### src/rtl/instr_register_if.sv
// Bus bundle between the controller/ROM side and the instruction register:
// fetch/load strobes and data in, committed instruction fields and status out.
interface instr_register_if #(
  parameter int DATA_W = 8,
  parameter int OP_W   = 3,
  parameter int ADDR_W = 13
);
  logic              fetch;
  logic              ena;
  logic              flush;
  logic [DATA_W-1:0] data;
  logic [OP_W-1:0]   opcode;
  logic [ADDR_W-1:0] ir_addr;
  logic              ir_valid;
  logic              ir_load;
  logic              busy;

  modport master (
    output fetch, ena, flush, data,
    input  opcode, ir_addr, ir_valid, ir_load, busy
  );

  modport slave (
    input  fetch, ena, flush, data,
    output opcode, ir_addr, ir_valid, ir_load, busy
  );
endinterface

### src/rtl/instr_register.sv
// Instruction register: assembles a 2*DATA_W instruction from two bus bytes
// (MSB first) and commits opcode/ir_addr atomically on the low-byte edge.
module instr_register #(
  parameter int DATA_W = 8,
  parameter int OP_W   = 3,
  parameter int ADDR_W = 13
) (
  input logic             clk,
  input logic             rst_n,
  instr_register_if.slave bus
);

  if (OP_W + ADDR_W != 2 * DATA_W) begin : g_width_check
    $fatal(1, "instr_register: OP_W + ADDR_W must equal 2*DATA_W");
  end

  typedef enum logic {S_HI = 1'b0, S_LO = 1'b1} state_t;

  typedef struct packed {
    logic [OP_W-1:0]   op;
    logic [ADDR_W-1:0] addr;
  } instr_t;

  state_t            state, state_nxt;
  logic [DATA_W-1:0] hi_buf, hi_buf_nxt;
  instr_t            ir, ir_nxt;
  logic              valid, valid_nxt;
  logic              load, load_nxt;
  logic              cap;

  // flush outranks a capture in the same cycle
  assign cap = bus.ena & bus.fetch & ~bus.flush;

  always_comb begin
    state_nxt  = state;
    hi_buf_nxt = hi_buf;
    ir_nxt     = ir;
    valid_nxt  = valid;
    load_nxt   = 1'b0;
    case (state)
      S_HI: begin
        if (bus.flush) begin
          valid_nxt = 1'b0;
        end else if (cap) begin
          hi_buf_nxt = bus.data;
          valid_nxt  = 1'b0;
          state_nxt  = S_LO;
        end
      end
      S_LO: begin
        if (bus.flush) begin
          hi_buf_nxt = '0;
          valid_nxt  = 1'b0;
          state_nxt  = S_HI;
        end else if (cap) begin
          // both halves land in the same edge, so no torn instruction is visible
          ir_nxt    = instr_t'({hi_buf, bus.data});
          valid_nxt = 1'b1;
          load_nxt  = 1'b1;
          state_nxt = S_HI;
        end
      end
    endcase
  end

  always_ff @(posedge clk or negedge rst_n) begin
    if (!rst_n) begin
      state  <= S_HI;
      hi_buf <= '0;
      ir     <= '0;
      valid  <= 1'b0;
      load   <= 1'b0;
    end else begin
      state  <= state_nxt;
      hi_buf <= hi_buf_nxt;
      ir     <= ir_nxt;
      valid  <= valid_nxt;
      load   <= load_nxt;
    end
  end

  assign bus.opcode   = ir.op;
  assign bus.ir_addr  = ir.addr;
  assign bus.ir_valid = valid;
  assign bus.ir_load  = load;
  // decoded straight from the single state flop, so it cannot glitch
  assign bus.busy     = (state == S_LO);

endmodule

### src/flat_wrapper.sv
// flat-port wrapper written by rule: the top's interface ports become plain ports
module instr_register_flat 
#(
  parameter int DATA_W = 8,
  parameter int OP_W   = 3,
  parameter int ADDR_W = 13
)
  (clk, rst_n, bus_fetch, bus_ena, bus_flush, bus_data, bus_opcode, bus_ir_addr, bus_ir_valid, bus_ir_load, bus_busy);
  instr_register_if #(.DATA_W(DATA_W), .OP_W(OP_W), .ADDR_W(ADDR_W)) bus_i ();
  input logic clk;
  input logic rst_n;
  input wire logic [$bits(bus_i.fetch)-1:0] bus_fetch;
  input wire logic [$bits(bus_i.ena)-1:0] bus_ena;
  input wire logic [$bits(bus_i.flush)-1:0] bus_flush;
  input wire logic [$bits(bus_i.data)-1:0] bus_data;
  output wire logic [$bits(bus_i.opcode)-1:0] bus_opcode;
  output wire logic [$bits(bus_i.ir_addr)-1:0] bus_ir_addr;
  output wire logic [$bits(bus_i.ir_valid)-1:0] bus_ir_valid;
  output wire logic [$bits(bus_i.ir_load)-1:0] bus_ir_load;
  output wire logic [$bits(bus_i.busy)-1:0] bus_busy;
  assign bus_i.fetch = bus_fetch;
  assign bus_i.ena = bus_ena;
  assign bus_i.flush = bus_flush;
  assign bus_i.data = bus_data;
  assign bus_opcode = bus_i.opcode;
  assign bus_ir_addr = bus_i.ir_addr;
  assign bus_ir_valid = bus_i.ir_valid;
  assign bus_ir_load = bus_i.ir_load;
  assign bus_busy = bus_i.busy;
  instr_register #(.DATA_W(DATA_W), .OP_W(OP_W), .ADDR_W(ADDR_W)) u_core (.clk(clk), .rst_n(rst_n), .bus(bus_i));
endmodule
### config.mk
export PLATFORM = sky130hd
export DESIGN_NAME = instr_register_flat
export DESIGN_NICKNAME = d
export VERILOG_FILES = /design/src/rtl/instr_register_if.sv /design/src/rtl/instr_register.sv /design/src/flat_wrapper.sv
export SDC_FILE = /design/constraint.sdc
export NUM_CORES = 1
export LEC_CHECK = 0
export BUFFER_PORTS_ARGS = -buffer_cell sky130_fd_sc_hd__buf_2
export CORE_MARGIN = 1
export CORE_UTILIZATION = 50
export CTS_CLUSTER_SIZE = 40
export DETAILED_ROUTE_END_ITERATION = 7
export MAX_ROUTING_LAYER = met4
export PLACE_DENSITY = 0.77
export SLEW_MARGIN = 0
export SYNTH_ARGS = -nofsm -noshare
export SYNTH_HDL_FRONTEND = slang
export SYNTH_SLANG_ARGS = --single-unit
### constraint.sdc
create_clock -name clk -period 1.6 [get_ports clk]
set_input_delay 0.08 -clock clk [delete_from_list [all_inputs] [get_ports clk]]
set_output_delay 0.08 -clock clk [all_outputs]
set_load 0.05 [all_outputs]
After elaboration in Yosys (flattened, before gate mapping) --
Cells that the tools add are included.
Word-level totals: input bits 13, output and inout bits 19, bits in registers 27, logic and storage cells 33
Operators by class: bitwise gates (word level) 4, reductions and logical operators 3, equal/unequal tests 5, multiplexer cells 15
Operator list (number):
- two-way mux 8 bit | 3
- one-hot mux 8 bit (2 select lines) | 1
- two-way mux 1 bit | 9
- AND reduction 3 bit | 2
- inequality test 2 bit (second input constant) | 2
- one-hot mux 1 bit (2 select lines) | 2
- inequality test 3 x 2 -> 1 bit (second input constant) | 1
- inequality test 3 bit (second input constant) | 1
- bitwise AND 1 bit | 2
- inequality test 2 x 1 -> 1 bit (second input constant) | 1
- inverter 1 bit | 2
- AND reduction 2 bit | 1

Logic depth before layout (Yosys ltp) --
depth in word-level cells 5, gate-level depth with buffers 4, mapped depth without buffers 3

Least setup slack after synthesis --
Ideal clock, no wire load.
path type register to register, from register u_core.state (netlist: u_core.bus.busy), to register u_core.ir (netlist bit u_core.bus.ir_addr[0]), arrival time 1343 ps, setup time 125 ps, buffers on the path 1, clock period less this slack 1468 ps, cell stages (with the launch flop) 4, required time 1475 ps, path slack 132 ps, cell sequence dfrtp_1 nand3_4 buf_6 mux2_4
On the way: word-level cells in the longest chain between the ends 1
Ends and longest elaborated chain:
- start, declared | line instr_register.sv:24 | state_t state, state_nxt;
- start signal, assigned | line instr_register.sv:74 | state <= state_nxt;
- AND reduction 3 bit (no source line)
- end signal, assigned | line instr_register.sv:76 | ir <= ir_nxt;
- end, declared | line instr_register.sv:26 | instr_t ir, ir_nxt;
No other way between the ends. A chain may end at the register's enable or synchronous reset.

Final worst setup path --
Ends and elaborated chain as after synthesis.

==> results.cfg <==
[synthesis]
synth_top_area_share_pct = 57.7
netlist_area_um2 = 1170
synth_compound_area_share_pct = 11.9
synthArstFlopShare_pct = 100
syn-num-nets = 94
yosys.area.top_type = dfrtp_1
seq_area_frac_synth_pct = 57.7
synthFlopType = dfrtp_1
synth_cell_type_count = 17
syn-instance-count = 81
yosysWarningCount = 0
yosysMostFrequentCell = dfrtp_1
synth_xor_area_share_pct = 0.748
synth_mux_area_share_pct = 19.1
synthAdderAreaFrac_pct = 0
ys_top_cells_by_area = dfrtp_1 (58%), mux2_4 (12%), mux2_2 (6.7%)
ys_seq_elements = 27
syn_area_per_cell_um2 = 14.5
synth_enable_flop_cells = 0
synth_top_family_by_area = multiplexers
synth_simple_gate_area_share_pct = 7.16
yosys-top-cells-count = dfrtp_1 (27), mux2_4 (9), a22oi_1 (8), nor2b_1 (8), o2bb2ai_1 (8)

[pwr]
p_clk_share_pct = 14.6
p_int_uw = 1180
seq_power_share_pct = 45.8
cellPowerDensity_nw_per_um2 = 1400
p_comb_share_pct = 39.6
p_leak_uw = 0.000750
netSwitchingFraction_pct = 41.3
ir_drop_v = 0.000878
p_switching_uw = 833

[place]
hpwl_um = 1360
port_buffers = 31
place_congestion = 0.760

[cts]
cts_root_buf = clkbuf_4
clockBufferDepth = 2
post_cts_buffers = 0
cts.sinks = 27
htreeDepth = 1
clkTransAtPathRegs_ps = 140
cts_tree = yes
cts_resized = 0
cts_made_buffers = 3
postCtsHoldBufs = 7
clock_latency_ps = 320

[global_route]
antenna_found_initial = 0
track_usage_pct = 19.0
grtUsageMet2_pct = 26.2
globalRouteOverflowTotal = 0
grt_max_degree = 28
grt_pass1_wl_um = 3390
met3_usage_pct = 2.73
grt_use_met1_pct = 26.6
grt_pass1_vias = 695
top_usage_layer = met1

[sta]
fmax_mhz = 723
report.final.slew_viol_count = 0
setup_viol = 0
relSlewSlack_pct = 60.7
period_share_pct = 86.5
grt_setup_unrepaired = no
min_period_ps = 1380
setup_tns_ps = 0
tightest_slew_ps = 590
final_hold_viol_count = 0
skew_ps = 1.27

[routing]
wirelength_um = 2120
vias = 776
drt_iter0_drc = 14
antenna_left = 0
drcViolationCount = 0
first_pass_iters = 5
wl_per_cell_um = 14.3
avgViaCountPerCell = 5.24

[run]
drv_cap = 0

[final_layout]
layout-drive-gt1-share_pct = 45.8
num_antenna_cells = 0
final_util_pct = 65.3
area.growth.synth_to_final_pct = 23.3
finalNetCount = 134

[floorplanning]
rows = 17
die_w_um = 50.4
fp.coreArea_um2 = 2210
start_util_pct = 52.9
dieArea_um2 = 2540
pin_count = 32
die_h_um = 50.4

[setup_path]
start_kind = flop
worstPathRequired_ps = 1830
critPathMaxFanout = 17
crit_arrival_ps = 1610
crit_type = flop to flop
critPathCaptureType = flop

[outcome]
outcome = complete, no violations

[hold_path]
min_path_type = input port to flop
flip-flops by register name, indices dropped and copies added, names as in the netlist:
name                 count
u_core.bus.busy          1
u_core.bus.ir_addr      13
u_core.bus.opcode        3
u_core.bus.ir_valid      1
u_core.hi_buf            8
u_core.bus.ir_load       1
final timing paths:
path	from	endpoint	slack, ps	cells past startpoint
worst max-delay path	u_core.bus.busy$_DFF_PN0_	u_core.bus.ir_addr[0]$_DFFE_PN0P_	220	2
worst min-delay path	bus_data[0]	u_core.bus.ir_addr[0]$_DFFE_PN0P_	20	2
worst max register to register	u_core.bus.busy$_DFF_PN0_	u_core.bus.ir_addr[0]$_DFFE_PN0P_	220	2
worst min register to register	u_core.bus.opcode[2]$_DFFE_PN0P_	u_core.bus.opcode[2]$_DFFE_PN0P_	520	1
max in group asynchronous	rst_n	u_core.bus.ir_addr[6]$_DFFE_PN0P_	940	2
min in group asynchronous	rst_n	u_core.bus.ir_addr[5]$_DFFE_PN0P_	270	2
per-layer routing:
metal  up-vias  share of wire (%)
met5         -                  0
met4         0                3.1
met3         6                3.4
met2        23                 43
met1       379                 50
li1        368                  -
critical path, stage by stage, from the launching register on:
cell	delay [ps]
dfrtp_1	570
nand3_4	320
mux2_4	390
power groups by stage:
stage          clock network [uW]  registers [uW]  logic, uW
2_1_floorplan                   0            1320        221
3_3_place_gp                    0             929        777
3_5_place_dp                    0             934        788
4_1_cts                       300             923        802
5_1_grt                       330             941        840
6_report                      294             923        799
per-stage QoR:
| stage | hold slack [ps] | setup slack [ps] | cells | area [um2] | power, uW |
|---|---|---|---|---|---|
| floorplan | -216 | 132 | 81 | 1170 | 1540 |
| global placement | 110 | 295 | 136 | 1340 | 1710 |
| detailed placement | 115 | 235 | 136 | 1340 | 1720 |
| CTS | 3.67 | 198 | 147 | 1430 | 2020 |
| global route | 2.41 | 141 | 148 | 1440 | 2110 |
| finish | 16.9 | 217 | 148 | 1440 | 2020 |
cell usage in the layout (no fill, tap or decap):
| master | netlist | layout |
|---|---|---|
| nor2b_1 | 8 | 8 |
| nand3_4 | 1 | 1 |
| o2bb2ai_1 | 8 | 8 |
| a21oi_2 | 1 | 1 |
| clkinv_2 | 0 | 1 |
| dlygate4sd3_1 | 0 | 8 |
| clkbuf_4 | 0 | 3 |
| xnor2_1 | 1 | 1 |
| mux2_2 | 7 | 7 |
| inv_1 | 2 | 2 |
| a22oi_1 | 8 | 8 |
| buf_2 | 2 | 31 |
| buf_4 | 1 | 1 |
| dfrtp_1 | 27 | 27 |
| nor2_1 | 2 | 2 |
| and2_4 | 1 | 1 |
| mux2_4 | 9 | 9 |
| mux2i_1 | 1 | 1 |
cell families after synthesis:
logic type,Yosys count
AO/OA/AOI/OAI,17
buffers and inverters,7
XOR/XNOR,1
multiplexers,17
AND/OR/NAND/NOR,12
flip-flops,27
final cells by class:
type | instances | area [um2]
well taps | 28 | 35.0
flip-flops and latches | 27 | 676
fillers | 175 | 768
clock inverters | 1 | 5.00
inverters | 2 | 7.51
multi-input cells | 47 | 455
repair buffers | 40 | 243
clock buffers | 3 | 22.5
Note: power is estimated with default switching activity, not from simulation.
